$ cat config.mk
export PLATFORM = sky130hd
export DESIGN_NAME = ra_list_walker
export DESIGN_NICKNAME = d
export VERILOG_FILES = /design/src/rtl/ra_list_walker.sv
export SDC_FILE = /design/constraint.sdc
export NUM_CORES = 1
export LEC_CHECK = 0
export BUFFER_PORTS_ARGS = -buffer_cell sky130_fd_sc_hd__buf_4
export CAP_MARGIN = 20
export CORE_MARGIN = 1.5
export CORE_UTILIZATION = 45
export CTS_BUF_LIST = sky130_fd_sc_hd__clkbuf_8
export DETAILED_ROUTE_END_ITERATION = 12
export PLACE_DENSITY_LB_ADDON = 0.15
export SLEW_MARGIN = 10
export SYNTH_ARGS = -nofsm -noshare
export SYNTH_HDL_FRONTEND = slang
export SYNTH_SLANG_ARGS = --single-unit
$ cat constraint.sdc
create_clock -name clock -period 9.5 [get_ports clock]
set_clock_uncertainty 0.15 [all_clocks]
set_input_delay 0.95 -clock clock [delete_from_list [all_inputs] [get_ports clock]]
set_output_delay 0.95 -clock clock [all_outputs]
set_load 0.02 [all_outputs]
$ cat src/rtl/ra_list_walker.sv
// Region-array list walker: fetches region entries from VRAM, emits tile
// descriptors, walks the enabled object lists and dispatches primitives.
module ra_list_walker #(
  parameter int ADDR_W = 24,
  parameter int NUM_LISTS = 5,
  parameter int MAX_LINKS = 1023,
  parameter logic [3*NUM_LISTS-1:0] LIST_ORDER = {3'd3, 3'd2, 3'd1, 3'd4, 3'd0}
) (
  input  logic              clock,
  input  logic              reset,
  input  logic              start,
  input  logic [ADDR_W-1:0] region_base,
  input  logic [ADDR_W-1:0] param_base,
  input  logic              fmt_v2,
  input  logic [4:0]        list_en,
  output logic              vram_rd,
  output logic [ADDR_W-1:0] vram_addr,
  input  logic              vram_wait,
  input  logic              vram_valid,
  input  logic [31:0]       vram_din,
  output logic              tile_start,
  output logic [5:0]        tile_x,
  output logic [5:0]        tile_y,
  output logic              tile_zclear_n,
  output logic              tile_flush_n,
  output logic              tile_last,
  output logic              poly_req,
  output logic [ADDR_W-1:0] poly_addr,
  output logic [31:0]       poly_word,
  output logic [2:0]        poly_list,
  input  logic              poly_ack,
  output logic              tile_done,
  output logic              frame_done,
  output logic              busy,
  output logic              err,
  output logic [1:0]        err_code
);

  localparam int SLOT_W = $clog2(NUM_LISTS + 1);
  localparam int LINK_W = $clog2(MAX_LINKS + 1);
  localparam logic [ADDR_W-1:0] PARAM_MASK = {{(ADDR_W-20){1'b1}}, 20'b0};

  typedef enum logic [3:0] {
    IDLE, RA_RD, TILE_GO, SEL, OPB_RD, OPB_DEC, POLY, TILE_END, DONE, ERR
  } state_t;

  state_t             state;
  logic               rd_pending;
  logic [2:0]         ra_idx;
  logic [SLOT_W-1:0]  slot;
  logic [LINK_W-1:0]  link_cnt;
  logic [ADDR_W-1:0]  next_addr;
  logic [31:0]        opb_word;
  logic [5:0]         ctrl_x;
  logic [5:0]         ctrl_y;
  logic               ctrl_last;
  logic               ctrl_zclear_n;
  logic               ctrl_flush_n;
  logic               ptr_dis  [0:4];
  logic [ADDR_W-1:0]  ptr_addr [0:4];
  logic [2:0]         cur_idx;
  logic [2:0]         ra_last;
  logic               rd_data;

  // Map the current slot to a list index; slots past the end read as 0.
  always_comb begin
    cur_idx = 3'd0;
    for (int i = 0; i < NUM_LISTS; i++) begin
      if (slot == SLOT_W'(i)) cur_idx = LIST_ORDER[3*i +: 3];
    end
  end

  assign ra_last = fmt_v2 ? 3'd5 : 3'd4;
  assign rd_data = rd_pending && vram_valid;
  assign busy    = (state != IDLE) && (state != ERR);

  always_ff @(posedge clock) begin
    if (reset) begin
      state         <= IDLE;
      rd_pending    <= 1'b0;
      ra_idx        <= 3'd0;
      slot          <= '0;
      link_cnt      <= '0;
      next_addr     <= '0;
      opb_word      <= '0;
      ctrl_x        <= '0;
      ctrl_y        <= '0;
      ctrl_last     <= 1'b0;
      ctrl_zclear_n <= 1'b0;
      ctrl_flush_n  <= 1'b0;
      for (int k = 0; k < 5; k++) begin
        ptr_dis[k]  <= 1'b1;
        ptr_addr[k] <= '0;
      end
      vram_rd       <= 1'b0;
      vram_addr     <= '0;
      tile_start    <= 1'b0;
      tile_x        <= '0;
      tile_y        <= '0;
      tile_zclear_n <= 1'b0;
      tile_flush_n  <= 1'b0;
      tile_last     <= 1'b0;
      poly_req      <= 1'b0;
      poly_addr     <= '0;
      poly_word     <= '0;
      poly_list     <= '0;
      tile_done     <= 1'b0;
      frame_done    <= 1'b0;
      err           <= 1'b0;
      err_code      <= 2'd0;
    end else begin
      tile_start <= 1'b0;
      tile_done  <= 1'b0;
      frame_done <= 1'b0;
      // A request is accepted on the first cycle without wait; the data follows later.
      if (vram_rd && !vram_wait) begin
        vram_rd    <= 1'b0;
        rd_pending <= 1'b1;
      end
      case (state)
        IDLE, ERR: begin
          if (start) begin
            err       <= 1'b0;
            err_code  <= 2'd0;
            vram_addr <= region_base;
            vram_rd   <= 1'b1;
            ra_idx    <= 3'd0;
            state     <= RA_RD;
          end
        end
        RA_RD: begin
          if (rd_data) begin
            rd_pending <= 1'b0;
            if (ra_idx == 3'd0) begin
              ctrl_x        <= vram_din[7:2];
              ctrl_y        <= vram_din[13:8];
              ctrl_last     <= vram_din[31];
              ctrl_zclear_n <= vram_din[30];
              ctrl_flush_n  <= vram_din[28];
            end else begin
              ptr_dis[ra_idx - 3'd1]  <= vram_din[31];
              ptr_addr[ra_idx - 3'd1] <= vram_din[ADDR_W-1:0];
            end
            if (ra_idx == ra_last) begin
              if (!fmt_v2) begin
                ptr_dis[4]  <= 1'b1;
                ptr_addr[4] <= '0;
              end
              next_addr     <= vram_addr + ADDR_W'(4);
              tile_x        <= ctrl_x;
              tile_y        <= ctrl_y;
              tile_last     <= ctrl_last;
              tile_zclear_n <= ctrl_zclear_n;
              tile_flush_n  <= ctrl_flush_n;
              tile_start    <= 1'b1;
              state         <= TILE_GO;
            end else begin
              ra_idx    <= ra_idx + 3'd1;
              vram_addr <= vram_addr + ADDR_W'(4);
              vram_rd   <= 1'b1;
            end
          end
        end
        TILE_GO: begin
          slot  <= '0;
          state <= SEL;
        end
        SEL: begin
          if (slot == SLOT_W'(NUM_LISTS)) begin
            tile_done <= 1'b1;
            state     <= TILE_END;
          end else if (list_en[cur_idx] && !ptr_dis[cur_idx]) begin
            vram_addr <= ptr_addr[cur_idx];
            vram_rd   <= 1'b1;
            link_cnt  <= '0;
            state     <= OPB_RD;
          end else begin
            slot <= slot + SLOT_W'(1);
          end
        end
        OPB_RD: begin
          if (rd_data) begin
            rd_pending <= 1'b0;
            opb_word   <= vram_din;
            // The word that reaches the link budget is treated as an overrun.
            if (link_cnt == LINK_W'(MAX_LINKS - 1)) begin
              err      <= 1'b1;
              err_code <= 2'd2;
              state    <= ERR;
            end else begin
              link_cnt <= link_cnt + LINK_W'(1);
              state    <= OPB_DEC;
            end
          end
        end
        OPB_DEC: begin
          if (!opb_word[31] || opb_word[31:29] == 3'b100 || opb_word[31:29] == 3'b101) begin
            poly_addr <= (param_base & PARAM_MASK) + ADDR_W'({opb_word[20:0], 2'b00});
            poly_word <= opb_word;
            poly_list <= cur_idx;
            poly_req  <= 1'b1;
            state     <= POLY;
          end else if (opb_word[31:29] == 3'b111) begin
            if (opb_word[28]) begin
              slot  <= slot + SLOT_W'(1);
              state <= SEL;
            end else begin
              vram_addr <= ADDR_W'({opb_word[23:2], 2'b00});
              vram_rd   <= 1'b1;
              state     <= OPB_RD;
            end
          end else begin
            err      <= 1'b1;
            err_code <= 2'd1;
            state    <= ERR;
          end
        end
        POLY: begin
          if (poly_ack) begin
            poly_req  <= 1'b0;
            vram_addr <= vram_addr + ADDR_W'(4);
            vram_rd   <= 1'b1;
            state     <= OPB_RD;
          end
        end
        TILE_END: begin
          if (tile_last) begin
            frame_done <= 1'b1;
            state      <= DONE;
          end else begin
            vram_addr <= next_addr;
            vram_rd   <= 1'b1;
            ra_idx    <= 3'd0;
            state     <= RA_RD;
          end
        end
        DONE: state <= IDLE;
        default: state <= IDLE;
      endcase
    end
  end

endmodule

; ---- Yosys cells after proc, flatten, opt, wreduce, memory -nomap -nowiden
; Memories as Yosys holds them, arrays and structs flattened.
; Cells that the tools add are included.
[word_totals]
register_bits = 198
ramBits = 125
out_inout_bits = 107
wordCells = 218
n_memories = 2
[mem_list]
columns = name, depth, width, read_ports, rd_ports_with_merged_regs, wr, line
row1 = ptr_addr, 5, 24, 1, 0, 5, 60  ; logic [ADDR_W-1:0] ptr_addr [0:4];
row2 = ptr_dis, 5, 1, 1, 0, 5, 59  ; logic ptr_dis [0:4];
[op_classes]
add_sub_neg = 6
magnitude_cmp = 1
eq_ne = 38
n_mux = 101
bitwise_logic = 6
reduce_logical = 36
[ops]
columns = operator, n
row1 = $mux 24, 12
row2 = $pmux 24 s6, 1
row3 = $mux 3, 16
row4 = $mux 4, 11
row5 = $mux 1, 43
row6 = $mux 10, 4
row7 = $ne 2x2->1 const B, 18
row8 = $pmux 4 s8, 1
row9 = $add 24x23->24, 1
row10 = $add 24x3->24 const B, 1
row11 = $reduce_or 24->1, 1
row12 = $pmux 10 s2, 1
row13 = $pmux 3 s3, 2
row14 = $reduce_and 6->1, 3
row15 = $eq 4x3->1 const B, 4
row16 = $eq 3x3->1 const B, 5
row17 = $reduce_and 11->1, 1
row18 = $add 10x1->10 const B, 1
row19 = $eq 10x10->1 const B, 1
row20 = $mux 2, 5
row21 = $reduce_and 5->1, 2
row22 = $reduce_and 3->1, 3
row23 = $reduce_bool 3->1, 3
row24 = $eq 4x2->1 const B, 2
row25 = other kinds (29), 46

; ---- Longest topological paths before layout
[logic_depth]
word_depth = 11
mapped_depth = 11
mapped_depth_nobuf = 8

; ---- Worst setup path before layout
; Ideal clock, no wire load.
[synth_timing]
path_type = input to register
startpoint = input port vram_valid
endpoint = memory ptr_addr[0][0], enable pin
setup_ps = 438
arrival_time_ps = 3397
slack_ps = 5515
stages = 4
n_path_buf = 1
path_cell_list = nand3_2 or4_4 buf_6 o21ai_0
[synth_lines]
columns = element, line
row1 = "start, declared", 19  ; input logic vram_valid,
row2 = "end, declared", 60

; ---- Worst setup path after layout
[layout_timing]
startpoint = register slot[2]
endpoint = register vram_addr[0]
[layout_via]
elab_chain_cells = 10
[layout_lines]
columns = element, line
row1 = "start, declared", 50  ; logic [SLOT_W-1:0] slot;
row2 = "start signal, assigned", 178  ; slot <= slot + SLOT_W'(1);
row3 = "start signal, assigned", 205  ; slot <= slot + SLOT_W'(1);
row4 = $eq 3x1->1, 69  ; if (slot == SLOT_W'(i)) cur_idx = LIST_ORDER[3*i +: 3];
row5 = $mux 3 (4 in a row), 69
row6 = $bmux 1 s3 or $mem_v2 5x1 (tied branches), n/a
row7 = $mux 1 (implied by the code) or $logic_not 1->1 (tied branches), 172  ; end else if (list_en[cur_idx] && !ptr_dis[cur_idx]) begin
row8 = $logic_and 1x1->1, 172
row9 = $ne 2x2->1 (no source line), n/a
row10 = $reduce_and 11->1 (no source line), n/a
row11 = "end signal, assigned", 159  ; vram_addr <= vram_addr + ADDR_W'(4);
row12 = "end signal, assigned", 173  ; vram_addr <= ptr_addr[cur_idx];
row13 = "end signal, assigned", 208  ; vram_addr <= ADDR_W'({opb_word[23:2], 2'b00});
row14 = "end, declared", 17  ; output logic [ADDR_W-1:0] vram_addr,
; Parallel ways exist; a longest one is shown, timed or not. The select of a mux whose other input is x is not followed.
; A chain may end at the register's enable or synchronous reset.

==> flow_summary.json <==
{
  "outcome": "complete, no violations",
  "fillerInstances": 3263,
  "synthesis.area_um2": 16200,
  "setup_viol": 0,
  "wl_mm": 51.07,
  "post_cts_buffers": 0,
  "rr_startpoint": "slot[2]",
  "period_minus_slack_ns": 3.822,
  "worstSetupPathType": "flop to flop",
  "ys_top_cells_by_area": "edfxtp_1 26%, dfxtp_1 26%, nand2_1 8.8%",
  "post_layout_nonfiller_instances": 2369,
  "ys_seq_area_frac": 0.5171,
  "worstMarginPinSlew_ns": 1.024,
  "grt_pass1_wl_mm": 75.72,
  "grt_overflow": 0,
  "finalHoldViolations": 0,
  "dpl.cell_count": 2263,
  "port_buffers": 176,
  "cts_sinks": 348,
  "clk_pin_slew_worst_paths_ns": 0.06,
  "startpoint": "slot[2]",
  "yosysWarnings": 0,
  "synth-async-reset-ratio": 0,
  "insertion_delay_ns": 0.65,
  "die_y_um": 192.7,
  "synth_edf_count": 141,
  "synth_top_cell_area_share": 0.2613,
  "syn_to_final_growth_pct": 16.97,
  "cp.arrival_ns": 4.22,
  "layout.nets": 1970,
  "powerDensity_nw_per_um2": 212.1,
  "cts_max_level": 2,
  "syn_avg_cell_area_um2": 9.338,
  "ctsResizeCount": 0,
  "cts_hold_buf": 0,
  "cts_tree": "yes",
  "synth_cells": 1735,
  "coreArea_um2": 35480,
  "pwr-share-comb": 0.249,
  "yosys.area.top_type": "edfxtp_1",
  "p_sw_mw": 1.363,
  "drtIter0Drc": 1068,
  "drive_gt1_frac": 0.1876,
  "p_seq_frac": 0.428,
  "place_congestion": 0.9299,
  "die_area_um2": 37150,
  "leakagePower_nw": 6.717,
  "swShare": 0.3391,
  "viasPerCell": 5.742,
  "final_util": 0.5341,
  "rsz0062_at_grt": "false",
  "grt_pass1_vias": 12680,
  "start_util": 0.4566,
  "crit_fanout": 15,
  "grt_util_all_layers": 0.2709,
  "place_area_um2": 17790,
  "grt_max_degree": 116,
  "ant_nets": 0,
  "dpl.hpwl_mm": 33.13,
  "grt_antenna_before_repair": 2,
  "std_cell_rows": 69,
  "crit_path_end_kind": "flop",
  "clockBufferDepth": 3,
  "hold_start": "opb_word[25]",
  "root_buffer": "clkbuf_8",
  "critPathLaunchType": "flop",
  "drc": 0,
  "avgRoutedWirePerCell_um": 21.56,
  "pwr-share-clk": 0.323,
  "firstDrtPassIters": 6,
  "io_pins": 199,
  "p_int_mw": 2.657,
  "seqCellArea_um2": 8378,
  "hold_path_class": "flop to flop",
  "maxCapViolCount": 0,
  "n_antenna_cell": 0,
  "vias": 13600,
  "post-route-period-util": 0.4023,
  "synth_flop_cell": "dfxtp_1",
  "fmax_mhz": 261.6,
  "cp.required_ns": 9.90,
  "ys_ff_latch": 348,
  "cts_buffers": 57,
  "synth.distinct_cells": 89,
  "multi_input_area_um2": 7172,
  "power_mw": 4.020,
  "finalSetupTns_ns": 0,
  "slew_headroom": 0.3145,
  "stdcell_area_um2": 18950,
  "die_x_um": 192.7,
  "ir_drop_mv": 0.1820,
  "drv_slew": 0
}
final timing paths:
kind | end | slack [ns] | depth (start not counted)
worst max-delay path | vram_addr[0] | 5.68 | 8
worst min-delay path | poly_word[25] | 0.30 | 2
worst max register to register | vram_addr[0] | 5.68 | 8
worst min register to register | poly_word[25] | 0.30 | 2
routing by layer:
layer,up-vias,wire (um),track usage
met1,6557,21310,0.3553
li1,6383,-,-
met2,561,24350,0.4451
met4,4,1504,0.09302
met3,98,3882,0.05383
met5,-,20,0
Yosys cell counts, types with 7 or more instances:
master       n
a2111oi_0    8
a211oi_1    39
a21oi_1    176
a21oi_2     10
a221oi_1     7
a22o_1      12
a311oi_1    27
a31oi_1     18
and2_1     101
and3_1      15
buf_2       19
buf_4       21
clkbuf_1    88
dfxtp_1    207
edfxtp_1   141
ha_1        14
inv_1       18
mux2i_1     25
mux4_2       7
nand2_1    378
nand2b_1    12
nand3_1     44
nand3_2     11
nand4_1     10
nor2_1      84
nor2b_1     15
nor3_1      24
nor4_1       8
o21ai_0     48
o22ai_1     10
xnor2_1     21
xor2_1       7
registers in the layout (all words and copies together), names as in the netlist, 2 cells and up:
name and cells:
poly_list 3, poly_word 32, ctrl_y 6, tile_x 6
poly_addr 4, next_addr 24, ptr_dis 5, vram_addr 24
tile_y 6, state 4, opb_word 32, err_code 2
link_cnt 10, ra_idx 3, slot 3, ptr_addr 165
ctrl_x 6
critical path, cell delays in order, from the launching register on:
cell	delay, ns
dfxtp_1	0.73
inv_1	0.11
ha_1	0.33
or4b_1	0.91
mux4_2	0.50
nor2_1	0.04
a311oi_1	0.53
a221oi_1	0.11
a311oi_1	0.32
kinds of logic (layout without fill, tap and decap cells):
group                      after synthesis  count (layout)  share of synthesized area
muxes                                   35              35                    0.02726
other                                    1               2                  0.0002315
and+or+nand+nor                        750             750                     0.2253
buffers and inverters                  161             333                    0.04657
xor gates and xnor gates                28              28                    0.01514
AOI/OAI and AO/OA                      397             397                     0.1563
adders and majority gates               15              15                    0.01205
DFF                                    348             348                     0.5171
power by group through the flow:
stage | Sequential (mW) | Clock [mW] | Combinational (mW)
2_1_floorplan | 1.77 | 0 | 0.577
3_3_place_gp | 1.75 | 0 | 0.963
3_5_place_dp | 1.75 | 0 | 0.975
4_1_cts | 1.72 | 1.32 | 0.981
5_1_grt | 1.73 | 1.39 | 1.06
6_report | 1.72 | 1.30 | 1.00
per-stage QoR:
step	hold slack, ns	worst slack (ns)
detailed placement	0.2960	5.628
floorplan	0.2821	5.515
CTS	0.3026	5.617
finish	0.3004	5.678
global placement	0.2894	5.568
global route	0.3171	5.428
placed cells by master, fill, tap and decap left out, types with 15 or more instances in the layout:
master    count
clkbuf_8     72
nor2_1       81
and2_1      101
dfxtp_1     207
inv_1        41
nand2_1     378
mux2i_1      24
o21ai_0      46
edfxtp_1    141
a311oi_1     27
buf_4       205
a211oi_1     39
and3_1       15
nand3_1      44
nor3_1       22
a31oi_1      17
a21oi_1     175
xnor2_1      21
cell type report:
cell class / count / area share
well taps: 461 / 0.03044
multi-input cells: 1227 / 0.3784
inverters: 19 / 0.003763
clock buffers: 72 / 0.05229
clock inverters: 32 / 0.007791
repair buffers: 210 / 0.08517
flip-flops and latches: 348 / 0.4421
No activity file was read; power rests on OpenSTA's default activity.
